## src/rtl/gbf_refill_ctrl.sv

```systemverilog
// Refill engine for the double-buffered global buffers: round-robin over four need_data
// edges, one burst read request per grant, GBF_DEPTH beats written into the chosen buffer.
module gbf_refill_ctrl #(
   parameter int GBF_DATA_BITWIDTH = 256,
   parameter int GBF_ADDR_BITWIDTH = 5,
   parameter int GBF_DEPTH         = 32
) (
   input  logic                           clk,
   input  logic                           reset,
   input  logic                           actv_gbf1_need_data,
   input  logic                           actv_gbf2_need_data,
   input  logic                           wgt_gbf1_need_data,
   input  logic                           wgt_gbf2_need_data,
   output logic                           rd_req_valid,
   input  logic                           rd_req_ready,
   output logic [1:0]                     rd_req_tgt,
   output logic [GBF_ADDR_BITWIDTH:0]     rd_req_len,
   input  logic                           s_valid,
   output logic                           s_ready,
   input  logic [GBF_DATA_BITWIDTH-1:0]   s_data,
   output logic [3:0]                     gbf_w_en,
   output logic [GBF_ADDR_BITWIDTH-1:0]   gbf_w_addr,
   output logic [GBF_DATA_BITWIDTH-1:0]   gbf_w_data,
   output logic [3:0]                     fill_done,
   output logic                           busy
);

   localparam int LEN_W = GBF_ADDR_BITWIDTH + 1;
   localparam logic [GBF_ADDR_BITWIDTH-1:0] LAST_BEAT = GBF_ADDR_BITWIDTH'(GBF_DEPTH - 1);
   localparam logic [LEN_W-1:0]             BURST_LEN = LEN_W'(GBF_DEPTH);

   typedef enum logic [1:0] {IDLE, REQ, FILL, DONE} state_t;

   state_t                          state_q, state_d;
   logic [3:0]                      hist_q, pend_q, pend_d;
   logic [1:0]                      tgt_q, tgt_d, rr_q, rr_d;
   logic [GBF_ADDR_BITWIDTH-1:0]    beat_q, beat_d;
   logic [3:0]                      w_en_q, w_en_d, done_q, done_d;
   logic [GBF_ADDR_BITWIDTH-1:0]    w_addr_q;
   logic [GBF_DATA_BITWIDTH-1:0]    w_data_q;

   logic [3:0] need, rise, tgt_oh, svc_mask;
   logic       beat_hs;
   logic       grant_vld;
   logic [1:0] grant_idx, idx;

   assign need     = {wgt_gbf2_need_data, wgt_gbf1_need_data, actv_gbf2_need_data, actv_gbf1_need_data};
   assign rise     = need & ~hist_q;
   assign tgt_oh   = 4'b0001 << tgt_q;
   assign svc_mask = (state_q != IDLE) ? tgt_oh : 4'b0000;
   assign beat_hs  = (state_q == FILL) && s_valid;

   // Descending scan so the nearest pending target at or after rr_q wins.
   always_comb begin
      grant_vld = 1'b0;
      grant_idx = rr_q;
      idx       = rr_q;
      for (int k = 3; k >= 0; k--) begin
         idx = rr_q + 2'(k);
         if (pend_q[idx]) begin
            grant_vld = 1'b1;
            grant_idx = idx;
         end
      end
   end

   always_comb begin
      state_d = state_q;
      tgt_d   = tgt_q;
      rr_d    = rr_q;
      beat_d  = beat_q;
      pend_d  = pend_q | (rise & ~svc_mask);
      unique case (state_q)
         IDLE: begin
            if (grant_vld) begin
               state_d = REQ;
               tgt_d   = grant_idx;
               rr_d    = grant_idx + 2'd1;
               pend_d  = pend_d & ~(4'b0001 << grant_idx);
            end
         end
         REQ: begin
            if (rd_req_ready) state_d = FILL;
         end
         FILL: begin
            if (s_valid) begin
               if (beat_q == LAST_BEAT) begin
                  beat_d  = '0;
                  state_d = DONE;
               end else begin
                  beat_d = beat_q + 1'b1;
               end
            end
         end
         DONE: state_d = IDLE;
         default: state_d = IDLE;
      endcase
   end

   // fill_done is registered off DONE so it lands one cycle after the final write.
   assign w_en_d = beat_hs ? tgt_oh : 4'b0000;
   assign done_d = (state_q == DONE) ? tgt_oh : 4'b0000;

   always_ff @(posedge clk or negedge reset) begin
      if (!reset) begin
         state_q  <= IDLE;
         hist_q   <= '0;
         pend_q   <= '0;
         tgt_q    <= '0;
         rr_q     <= '0;
         beat_q   <= '0;
         w_en_q   <= '0;
         done_q   <= '0;
         w_addr_q <= '0;
         w_data_q <= '0;
      end else begin
         state_q <= state_d;
         hist_q  <= need;
         pend_q  <= pend_d;
         tgt_q   <= tgt_d;
         rr_q    <= rr_d;
         beat_q  <= beat_d;
         w_en_q  <= w_en_d;
         done_q  <= done_d;
         if (beat_hs) begin
            w_addr_q <= beat_q;
            w_data_q <= s_data;
         end
      end
   end

   assign rd_req_valid = (state_q == REQ);
   assign rd_req_tgt   = tgt_q;
   assign rd_req_len   = rd_req_valid ? BURST_LEN : '0;
   assign s_ready      = (state_q == FILL);
   assign gbf_w_en     = w_en_q;
   assign gbf_w_addr   = w_addr_q;
   assign gbf_w_data   = w_data_q;
   assign fill_done    = done_q;
   assign busy         = (state_q != IDLE);

endmodule

```

## config.mk

```make
export PLATFORM = sky130hd
export DESIGN_NAME = gbf_refill_ctrl
export DESIGN_NICKNAME = d
export VERILOG_FILES = /design/src/rtl/gbf_refill_ctrl.sv
export SDC_FILE = /design/constraint.sdc
export NUM_CORES = 1
export LEC_CHECK = 0
export ABC_AREA = 1
export CAP_MARGIN = 20
export CORE_AREA = 5 5 237 170
export CTS_CLUSTER_DIAMETER = 40
export DETAILED_ROUTE_END_ITERATION = 12
export DIE_AREA = 0 0 242 175
export PLACE_DENSITY = 0.74
export SLEW_MARGIN = 5
export SYNTH_ARGS = -nofsm -noshare
export SYNTH_HDL_FRONTEND = slang
export SYNTH_SLANG_ARGS = --single-unit
```

## constraint.sdc

```tcl
create_clock -name clk -period 1.7 [get_ports clk]
set_input_delay 0.255 -clock clk [delete_from_list [all_inputs] [get_ports clk]]
set_output_delay 0.255 -clock clk [all_outputs]
set_load 0.01 [all_outputs]
```

==> results of run 1 <==
==> cells in the mapped netlist <==
library cell / n
inv_2: 3
nand2_2: 8
nor3_1: 1
conb_1: 1
a31oi_1: 6
nand2_4: 2
o21ai_1: 2
a21oi_1: 4
inv_1: 28
buf_4: 6
xor2_1: 1
nand3_1: 11
nand3_2: 2
buf_6: 1
nand2_1: 818
a21oi_2: 1
nor2_2: 3
nor2_4: 2
ha_1: 6
buf_1: 2
nor2_1: 13
o21a_1: 1
dfrtp_1: 288
o21bai_4: 1
inv_8: 1
buf_2: 19
o21ai_0: 9
clkbuf_1: 37
==> per-stage QoR <==
stage	setup TNS (ns)	cells	setup WS [ns]	hold slack, ns	total power (W)
after floorplan	0	1281	0.07335	-0.04059	0.01864
after global placement	0	2296	0.04911	0.1903	0.02796
after detailed placement	0	2296	0.001256	0.1990	0.02839
after CTS	-0.01002	2367	-0.007945	0.1753	0.03521
after global routing	-0.07274	2371	-0.05155	0.1697	0.03714
final	0	2371	0.05924	0.2059	0.03463
==> flip-flops by register name (all words and copies together) (netlist names) <==
| signal | cells |
|---|---|
| gbf_w_en | 4 |
| rr_q | 2 |
| beat_q | 5 |
| rd_req_tgt | 2 |
| gbf_w_addr | 5 |
| pend_q | 4 |
| state_q | 2 |
| hist_q | 4 |
| gbf_w_data | 256 |
| fill_done | 4 |
==> where the power goes <==
| part | internal [W] | switching, W | total (W) |
|---|---|---|---|
| Clock | 0.00506 | 0.00322 | 0.00827 |
| Combinational | 0.00652 | 0.00798 | 0.0145 |
| Sequential | 0.0101 | 0.00177 | 0.0119 |
| Total | 0.0217 | 0.0130 | 0.0346 |
==> kinds of logic (layout without fill, tap and decap cells) <==
logic type	Yosys count	after routing	share of synthesized area [%]
compound gates	24	24	1.321
xor+xnor	1	1	0.07835
flops	288	288	64.46
simple gates	860	860	29.63
buf+inv	97	690	3.805
other cells	1	6	0.03354
fa+ha+maj	6	6	0.6714
==> layout make-up <==
class / count / area share (%)
Sequential cell: 288 / 38.44
Timing Repair Buffer: 588 / 31.10
Multi-Input combinational cell: 896 / 19.33
Clock buffer: 49 / 5.784
Tap cell: 496 / 3.309
Clock inverter: 21 / 1.301
Inverter: 32 / 0.7205
Antenna cell: 1 / 0.01334
==> final timing paths <==
path | start | endpoint | slack [ns]
worst max-delay path | gbf_w_en[2]$_DFF_PN0_ | gbf_w_en[2] | 0.06
min in group asynchronous | reset | gbf_w_data[67]$_DFFE_PN0P_ | 0.24
worst max register to register | beat_q[1]$_DFFE_PN0P_ | state_q[1]$_DFFE_PN0P_ | 0.10
worst min-delay path | actv_gbf1_need_data | hist_q[0]$_DFF_PN0_ | 0.21
max in group asynchronous | reset | gbf_w_data[29]$_DFFE_PN0P_ | 0.77
worst min register to register | gbf_w_data[115]$_DFFE_PN0P_ | gbf_w_data[115]$_DFFE_PN0P_ | 0.47
==> per-layer routing <==
| metal | vias up | global-route usage [%] | wire length (um) |
|---|---|---|---|
| li1 | 4985 | - | - |
| met1 | 4839 | 21.33 | 15930 |
| met2 | 369 | 29.59 | 18800 |
| met3 | 69 | 6.223 | 3076 |
| met4 | 2 | 5.062 | 836 |
| met5 | - | 0 | 7 |
==> what timing repair did <==
action                     4_1_cts  5_1_grt
buffers inserted                 0        3
hold endpoints to repair        34        0
setup endpoints to repair      214       70
hold buffers                     1        0
pin swaps                        0        4
gates resized for setup        233       69
gates cloned                     0        0
==> summary.md, run 1 <==
| Metric | Value |
|---|---|
| Max Slew Vio Count | `0` |
| Setup CP Type | `flip-flop to primary output` |
| Sequential area share after synthesis | `64.46%` |
| Reg2Reg Depth | `10` |
| Skew-Pair Late Insertion Delay | `0.52 ns` |
| Critical Path RT | `1.44 ns` |
| Finished Core Util | `49.57%` |
| Post-DP HPWL | `28.42 mm` |
| DR iter-0 viols | `458` |
| Critical Path, Cell by Cell | `clkdlybuf4s50_1` |
| Leak | `10.42 nW` |
| Ranking of synthesized cells by area | `dfrtp_1 64%, nand2_1 27%, clkbuf_1 1.2%` |
| Worst path buffer plus inverter count | `1` |
| Period Utilization, post-route | `96.52%` |
| Fillers | `3485` |
| 1st-pass router iterations | `4` |
| Avg Inst Size Synth | `8.755 sq um` |
| # DRC | `0` |
| Layout cells sized above 1 | `8.485%` |
| Post-Syn Area | `11180 sq um` |
| Cells after Synth | `1277` |
| Footprint of the multi-input gates | `3626 sq um` |
| Initial antenna violation count | `2` |
| Final GP Congestion | `0.8439` |
| Most common cell after layout, fill and taps aside | `nand2_1` |
| Hold Fails Final Rpt | `0` |
| Synth Register Bits | `288` |
| Crit-path max FO | `1` |
| Leading cell types in the layout, fill and taps excluded | `815 x nand2_1, 286 x dfrtp_1, 267 x clkdlybuf4s50_1` |
| Unique masters post-synth | `28` |
| CTS Buf Count | `39` |
| Max VDD drop | `0.9818 mV` |
| Design area | `18750 sq um` |
| Antenna Nets Post-Route | `0` |
| Core area | `37840 sq um` |
| H-tree depth | `2` |
| Min Clock Period, post-route | `1.641 ns` |
| Crit path max-delay family | `buffers and inverters` |
| Seq. cell area | `7209 sq um` |
| CTS tree | `built` |
| Area share of the largest cell type after synthesis | `64.46%` |
| Worst Path Arrival | `1.39 ns` |
| Die height | `175 um` |
| Initial Util | `29.55%` |
| Post-synth top area cell | `dfrtp_1` |
| Max Freq | `609.5 MHz` |
| Hold Crit Class | `input pin to flip-flop` |
| Largest net degree at the start of global routing | `61` |
| Hold Path Stages | `1` |
| Number of max-cap violations | `0` |
| DRT Wirelength | `38.65 mm` |
| Max incr delay on CP | `0.54 ns` |
| FP Rows | `60` |
| Clock Skew | `0.01524 ns` |
| Syn-to-layout area delta | `67.74%` |
| Syn. warnings | `0` |
| CP Launch Type | `flip-flop` |
| Gr ovfl total | `0` |
| P per Cell Area | `1847 nW/um^2` |
| Top Ports | `544` |
| Clk pin slew, worst setup/hold paths | `0.06 ns` |
| Final #Nets | `2115` |
| Root buf cell | `clkbuf_16` |
| CTS Buffer Depth | `3` |
| RSZ-0062 raised after global routing | `true` |
| Routed vias | `10264` |
| Setup-failing EPs final | `0` |
| Slowest cell on crit path | `clkdlybuf4s50_1` |
| Placed standard-cell area | `17470 sq um` |
| Die ar. | `42350 sq um` |
| First-pass GRT wire length | `60.38 mm` |
| Vias in the first global route | `10827` |
| Via density | `4.329` |
| Die Span X | `242 um` |
| Total GRT Usage | `17.52%` |
| IO Port Bufs | `538` |
| Critical path depth in cells | `1` |
| CTS Sinks | `288` |
| Drt wl/cell | `16.30 um` |
| CP endpoint kind | `primary output` |
| Status | `finished clean` |
Note: power is estimated with default switching activity, not from simulation.
==> run 2, diff against run 1 <==
clock period = 2.1 ns   (was 1.7 ns; I/O delays follow)
==> summary.md, run 2 (same netlist as run 1, synthesis figures left out) <==
| Metric | Value |
|---|---|
| Status | `finished clean (unchanged)` |
| DR iter-0 viols | `463 (was 458)` |
| Layout cells sized above 1 | `6.591% (was 8.485%)` |
| Drt wl/cell | `16.24 um (was 16.30 um)` |
| Most common cell after layout, fill and taps aside | `nand2_1 (unchanged)` |
| CP endpoint kind | `primary output (unchanged)` |
| Sequential Power Share | `33.0% (was 34.3%)` |
| Setup_tns | `0 ns (unchanged)` |
| 1st-pass router iterations | `5 (was 4)` |
| P per Cell Area | `1576 nW/um^2 (was 1847 nW/um^2)` |
| Syn-to-layout area delta | `67.07% (was 67.74%)` |
| RSZ-0062 raised after global routing | `false (was true)` |
| Worst Path Arrival | `1.63 ns (was 1.39 ns)` |
| Clk pin slew, worst setup/hold paths | `0.06 ns (about the same)` |
| Int Power | `0.01894 W (was 0.02167 W)` |
| H-tree depth | `2 (unchanged)` |
| Skew-Pair Late Insertion Delay | `0.53 ns (was 0.52 ns)` |
| CP startpoint | `state_q[1]$_DFFE_PN0P_ (was gbf_w_en[2]$_DFF_PN0_)` |
| Total power | `0.02943 W (was 0.03463 W)` |
| FP Rows | `60 (unchanged)` |
| CTS tree | `built (unchanged)` |
| DRT Wirelength | `38.14 mm (was 38.65 mm)` |
| Sw Ratio | `35.63% (was 37.43%)` |
| Die ar. | `42350 sq um (unchanged)` |
| Hold Fails Final Rpt | `0 (unchanged)` |
| Antenna Nets Post-Route | `0 (unchanged)` |
| Max Slew Vio Count | `0 (unchanged)` |
| Root buf cell | `clkbuf_16 (unchanged)` |
| Die Span X | `242 um (unchanged)` |
| Top Ports | `544 (unchanged)` |
| Max incr delay on CP | `0.40 ns (was 0.54 ns)` |
| Final #Nets | `2091 (was 2115)` |
| Hold Crit Class | `input pin to flip-flop (unchanged)` |
| Crit-path max FO | `6 (was 1)` |
| Initial antenna violation count | `2 (unchanged)` |
| Post-DP HPWL | `28.34 mm (was 28.42 mm)` |
| Leak | `9.162 nW (was 10.42 nW)` |
| Via density | `4.371 (was 4.329)` |
| Critical Path, Cell by Cell | `inv_1 > ha_2 > inv_2 > dlygate4sd2_1 (was clkdlybuf4s50_1)` |
| IO Port Bufs | `538 (unchanged)` |
| Max Freq | `513.6 MHz` |
| Max VDD drop | `0.8933 mV (was 0.9818 mV)` |
| Period Utilization, post-route | `92.71%` |
| Total GRT Usage | `17.52% (about the same)` |
| Number of max-cap violations | `0 (unchanged)` |
| Vias in the first global route | `10721 (was 10827)` |
| Die height | `175 um (unchanged)` |
| Core area | `37840 sq um (unchanged)` |
| Max reg flops | `256 (unchanged)` |
| Gr ovfl total | `0 (unchanged)` |
| CTS Buf Count | `40 (was 39)` |
| Fillers | `3422 (was 3485)` |
| Part of the power in combinational logic | `43.5% (was 41.9%)` |
| CTS Sinks | `288 (unchanged)` |
| Worst-Margin Slew | `0.6723 ns` |
| Critical Path RT | `1.78 ns (was 1.44 ns)` |
| Clock Skew | `0.01978 ns (was 0.01524 ns)` |
| CTS Buffer Depth | `3 (unchanged)` |
| Largest net degree at the start of global routing | `141 (was 61)` |
| Clock Power Share | `23.5% (was 23.9%)` |
| R2r setup slk | `0.31 ns (was 0.10 ns)` |
| Final GP Congestion | `0.8621 (was 0.8439)` |
| Slowest cell on crit path | `dfrtp_1 (was clkdlybuf4s50_1)` |
| # DRC | `0 (unchanged)` |
| Min Clock Period, post-route | `1.947 ns` |
| Reg2Reg Launch Point | `state_q[0]$_DFFE_PN0P_ (was beat_q[1]$_DFFE_PN0P_)` |
| Setup CP Type | `flip-flop to primary output (unchanged)` |
| Hold_sp | `actv_gbf2_need_data (was actv_gbf1_need_data)` |
| Slew HR | `55.18%` |
| Psw | `0.01049 W (was 0.01296 W)` |
| Setup-failing EPs final | `0 (unchanged)` |
| Routed vias | `10262 (was 10264)` |
| First-pass GRT wire length | `60.41 mm (was 60.38 mm)` |
| Initial Util | `29.55% (unchanged)` |
| CP Launch Type | `flip-flop (unchanged)` |
| Leading cell types in the layout, fill and taps excluded | `817 x nand2_1, 533 x clkdlybuf4s50_1, 288 x dfrtp_1 (was 815 x nand2_1, 286 x dfrtp_1, 267 x clkdlybuf4s50_1)` |
run 2: cell types whose count changed in the layout (fill, tap and decap cells not counted), sizes merged:
cell	previous run	this run
inv	37	41
buf	54	25
clkbuf	49	48
dlygate4sd2	210	4
bufinv	3	4
clkinv	8	6
dlymetal6s2s	56	0
clkdlybuf4s50	267	533
run 2: power by group through the flow:
stage / combinational, W / clock [W] / sequential [W]
2_1_floorplan: 0.00434 / 0 / 0.0107
3_3_place_gp: 0.0127 / 0 / 0.00965
3_5_place_dp: 0.0130 / 0 / 0.00975
4_1_cts: 0.0130 / 0.00714 / 0.00972
5_1_grt: 0.0140 / 0.00736 / 0.0101
6_report: 0.0128 / 0.00692 / 0.00970
run 2: final timing paths:
kind                                          endpoint  cells past startpoint
setup reg to reg                 beat_q[2]$_DFFE_PN0P_                      9
min in group asynchronous   gbf_w_data[70]$_DFFE_PN0P_                      2
max in group asynchronous  gbf_w_data[159]$_DFFE_PN0P_                      3
setup / recovery                                  busy                      4
hold / removal                     hist_q[1]$_DFF_PN0_                      1
hold reg to reg            gbf_w_data[218]$_DFFE_PN0P_                      2
run 2: layout make-up:
class	instances	area (sq um)	share of cell area (%)
Clock buffer	48	1092	5.848
Antenna cell	1	2.502	0.01340
Inverter	32	135.1	0.7234
Timing Repair Buffer	563	5751	30.79
Clock inverter	24	292.8	1.567
Multi-Input combinational cell	896	3578	19.16
Tap cell	496	620.6	3.322
Sequential cell	288	7207	38.58
run 2: what timing repair did:
item	in CTS	in global routing
endpoints found under the setup margin	4	1
endpoints found under the hold margin	57	0
hold buffers	1	0
gates resized for setup	7	1
pin swaps	0	0
buffers inserted	0	2
run 2: worst max-delay path, delay by kind of cell (launching register included):
kind / cells / cell delay [ns]
flops: 1 / 0.40
fa+ha+maj: 1 / 0.23
buf+inv: 3 / 0.49
run 2: metal layers:
metal  GRT usage [%]  vias up  wire [um]
met4           5.133        2        981
met5               0        -          7
li1                -     4932          -
met2           29.21      365      18290
met3           6.544       67       3538
met1           21.42     4896      15320
run 2: stage by stage:
| step | hold WS, ns | std cells | cell area (sq um) | worst slack (ns) | util [%] |
|---|---|---|---|---|---|
| final | 0.2732 | 2348 | 18680 | 0.1531 | 49.37 |
| after global routing | 0.2486 | 2348 | 18680 | 0.05638 | 49.37 |
| after CTS | 0.2427 | 2345 | 18660 | 0.01241 | 49.32 |
| after detailed placement | 0.3430 | 2272 | 17260 | 0.1568 | 45.63 |
| after global placement | 0.3432 | 2272 | 17260 | 0.09459 | 45.63 |
| after floorplan | 0.01941 | 1281 | 11200 | 0.4734 | - |
==> run 3, diff against run 2 <==
CORE_AREA = 5 5 209 211   (was 5 5 237 170)
DIE_AREA = 0 0 214 216   (was 0 0 242 175)
PLACE_DENSITY = 0.69   (was 0.74)
==> summary.md, run 3 (same netlist as run 1, synthesis figures left out) <==
| Metric | Value |
|---|---|
| Status | `finished clean (unchanged)` |
| Max reg flops | `256 (unchanged)` |
| Critical path depth in cells | `3 (was 4)` |
| Initial Util | `26.90% (was 29.55%)` |
| Core area | `41570 sq um (was 37840 sq um)` |
| Hold Crit Class | `input pin to flip-flop (unchanged)` |
| Post-DP HPWL | `28.97 mm (was 28.34 mm)` |
| Slew HR | `52.55% (was 55.18%)` |
| H-tree depth | `2 (unchanged)` |
| P per Cell Area | `1578 nW/um^2 (was 1576 nW/um^2)` |
| Drt wl/cell | `16.11 um (was 16.24 um)` |
| CTS tree | `built (unchanged)` |
| Root buf cell | `clkbuf_16 (unchanged)` |
| Routed vias | `10247 (was 10262)` |
| Hold_sp | `actv_gbf2_need_data (unchanged)` |
| Max VDD drop | `0.8864 mV (was 0.8933 mV)` |
| Final GP Congestion | `0.8424 (was 0.8621)` |
| Setup Fix Bufs, Post-CTS | `0 (unchanged)` |
| Crit path max-delay family | `buffers and inverters (unchanged)` |
| Crit-path max FO | `5 (was 6)` |
| FP Rows | `75 (was 60)` |
| Max Freq | `500.2 MHz (was 513.6 MHz)` |
| CP Launch Type | `flip-flop (unchanged)` |
| Worst Path Arrival | `1.68 ns (was 1.63 ns)` |
| Syn-to-layout area delta | `68.33% (was 67.07%)` |
| Reg2Reg Depth | `6 (was 9)` |
| Die Span X | `214 um (was 242 um)` |
| Top Ports | `544 (unchanged)` |
| Setup-failing EPs final | `0 (unchanged)` |
| CP endpoint kind | `primary output (unchanged)` |
| Total GRT Usage | `16.23% (was 17.52%)` |
| Hold Fails Final Rpt | `0 (unchanged)` |
| Period Utilization, post-route | `95.19% (was 92.71%)` |
| CTS Sinks | `288 (unchanged)` |
| Layout cells sized above 1 | `7.024% (was 6.591%)` |
| Total power | `0.02970 W (was 0.02943 W)` |
| Worst path buffer plus inverter count | `2 (was 3)` |
| First-pass GRT wire length | `60.48 mm (was 60.41 mm)` |
| CTS Buffer Depth | `3 (unchanged)` |
| Leak | `9.232 nW (was 9.162 nW)` |
| Die ar. | `46220 sq um (was 42350 sq um)` |
| Die height | `216 um (was 175 um)` |
| Leading cell types in the layout, fill and taps excluded | `817 x nand2_1, 533 x clkdlybuf4s50_1, 288 x dfrtp_1 (unchanged)` |
| Clock Skew | `0.01382 ns (was 0.01978 ns)` |
| Max Slew Vio Count | `0 (unchanged)` |
| Setup_tns | `0 ns (unchanged)` |
| Number of max-cap violations | `0 (unchanged)` |
| Antenna Nets Post-Route | `0 (unchanged)` |
| Vias in the first global route | `10901 (was 10721)` |
| Setup CP Type | `flip-flop to primary output (unchanged)` |
| # DRC | `0 (unchanged)` |
| Critical Path RT | `1.78 ns (about the same)` |
| Worst R2R End | `gbf_w_data[28]$_DFFE_PN0P_ (was beat_q[2]$_DFFE_PN0P_)` |
| Initial antenna violation count | `0 (was 2)` |
| Slowest cell on crit path | `dfrtp_1 (unchanged)` |
| Clk pin slew, worst setup/hold paths | `0.05 ns (was 0.06 ns)` |
| Worst-Margin Slew | `0.7117 ns (was 0.6723 ns)` |
| Design area | `18820 sq um (was 18680 sq um)` |
| Placed standard-cell area | `17340 sq um (was 17260 sq um)` |
| # diodes | `0 (was 1)` |
| Gr ovfl total | `0 (unchanged)` |
| Max incr delay on CP | `0.41 ns (was 0.40 ns)` |
| Final #Nets | `2104 (was 2091)` |
| Fillers | `3924 (was 3422)` |
| Largest net degree at the start of global routing | `151 (was 141)` |
| Via density | `4.262 (was 4.371)` |
| DRT Wirelength | `38.73 mm (was 38.14 mm)` |
| Min Clock Period, post-route | `1.999 ns (was 1.947 ns)` |
| CTS Buf Count | `43 (was 40)` |
| R2r setup slk | `0.29 ns (was 0.31 ns)` |
| Reg2Reg Launch Point | `state_q[0]$_DFFE_PN0P_ (unchanged)` |
| 1st-pass router iterations | `5 (unchanged)` |
| Most common cell after layout, fill and taps aside | `nand2_1 (unchanged)` |
| Setup crit end | `s_ready (was busy)` |
| Critical Path, Cell by Cell | `inv_1 > ha_2 > dlygate4sd2_1 (was inv_1 > ha_2 > inv_2 > dlygate4sd2_1)` |
| Skew-Pair Late Insertion Delay | `0.55 ns (was 0.53 ns)` |
| DR iter-0 viols | `506 (was 463)` |
| IO Port Bufs | `538 (unchanged)` |
| RSZ-0062 raised after global routing | `false (unchanged)` |
| CP startpoint | `state_q[0]$_DFFE_PN0P_ (was state_q[1]$_DFFE_PN0P_)` |
[run 3: cell types whose count changed in the layout (fill, tap and decap cells not counted), sizes merged]
cell      before  now
clkbuf        48   60
buf           25   35
inv           41   33
clkinv         6    8
clkinvlp       5    3
diode          1    0
[run 3: through the flow]
step / setup WS (ns) / utilization (%) / hold WS [ns] / cells
2_1_floorplan: 0.4734 / - / 0.01941 / 1281
3_3_place_gp: 0.2759 / 41.72 / 0.3134 / 2327
3_5_place_dp: 0.2305 / 41.72 / 0.3191 / 2327
4_1_cts: 0.04758 / 45.25 / 0.2039 / 2404
5_1_grt: 0.006022 / 45.27 / 0.2298 / 2404
6_report: 0.1010 / 45.27 / 0.2514 / 2404
[run 3: area by class of cell]
cell class / count / area [sq um] / share of cell area, %
Clock buffer: 60 / 1252 / 6.655
Clock inverter: 16 / 202.7 / 1.077
Inverter: 32 / 132.6 / 0.7047
Multi-Input combinational cell: 896 / 3588 / 19.07
Sequential cell: 288 / 7207 / 38.29
Tap cell: 539 / 674.4 / 3.583
Timing Repair Buffer: 573 / 5763 / 30.62
[run 3: power breakdown]
part / switching, W / internal [W] / leakage, nW
Clock: 0.00256 / 0.00464 / 0.708
Sequential: 0.00154 / 0.00818 / 3.55
Combinational: 0.00627 / 0.00651 / 4.97
Total: 0.0104 / 0.0193 / 9.23
[run 3: worst min path at each step]
| stage | endpoint | slack [ns] | cells after the start |
|---|---|---|---|
| after floorplan | beat_q[0]$_DFFE_PN0P_ | 0.02 | 0 |
| after global placement | gbf_w_data[37]$_DFFE_PN0P_ | 0.31 | 1 |
| after detailed placement | gbf_w_data[37]$_DFFE_PN0P_ | 0.32 | 1 |
| after CTS | hist_q[1]$_DFF_PN0_ | 0.20 | 1 |
| after global routing | hist_q[1]$_DFF_PN0_ | 0.23 | 1 |
| final | hist_q[1]$_DFF_PN0_ | 0.25 | 1 |
[run 3: worst reg2reg max path: stages, from the launching register on]
cell and delay [ns]:
dfrtp_1 0.39, inv_1 0.11, ha_2 0.25, nand2_4 0.15, buf_12 0.45, nand2_1 0.31
nand2_1 0.10
[run 3: repair_timing]
| action | CTS | global route |
|---|---|---|
| resized for setup | 8 | 1 |
| hold buffers | 1 | 0 |
| hold endpoints to repair | 53 | 0 |
| endpoints found under the setup margin | 4 | 1 |
[run 3: metal layers]
metal  up-vias  GRT usage, %  wire, um
met4         0         7.451      1626
met3        97         6.628      3782
met5         -             0         0
met2       420         27.55     18670
li1       4950             -         -
met1      4780         17.91     14650
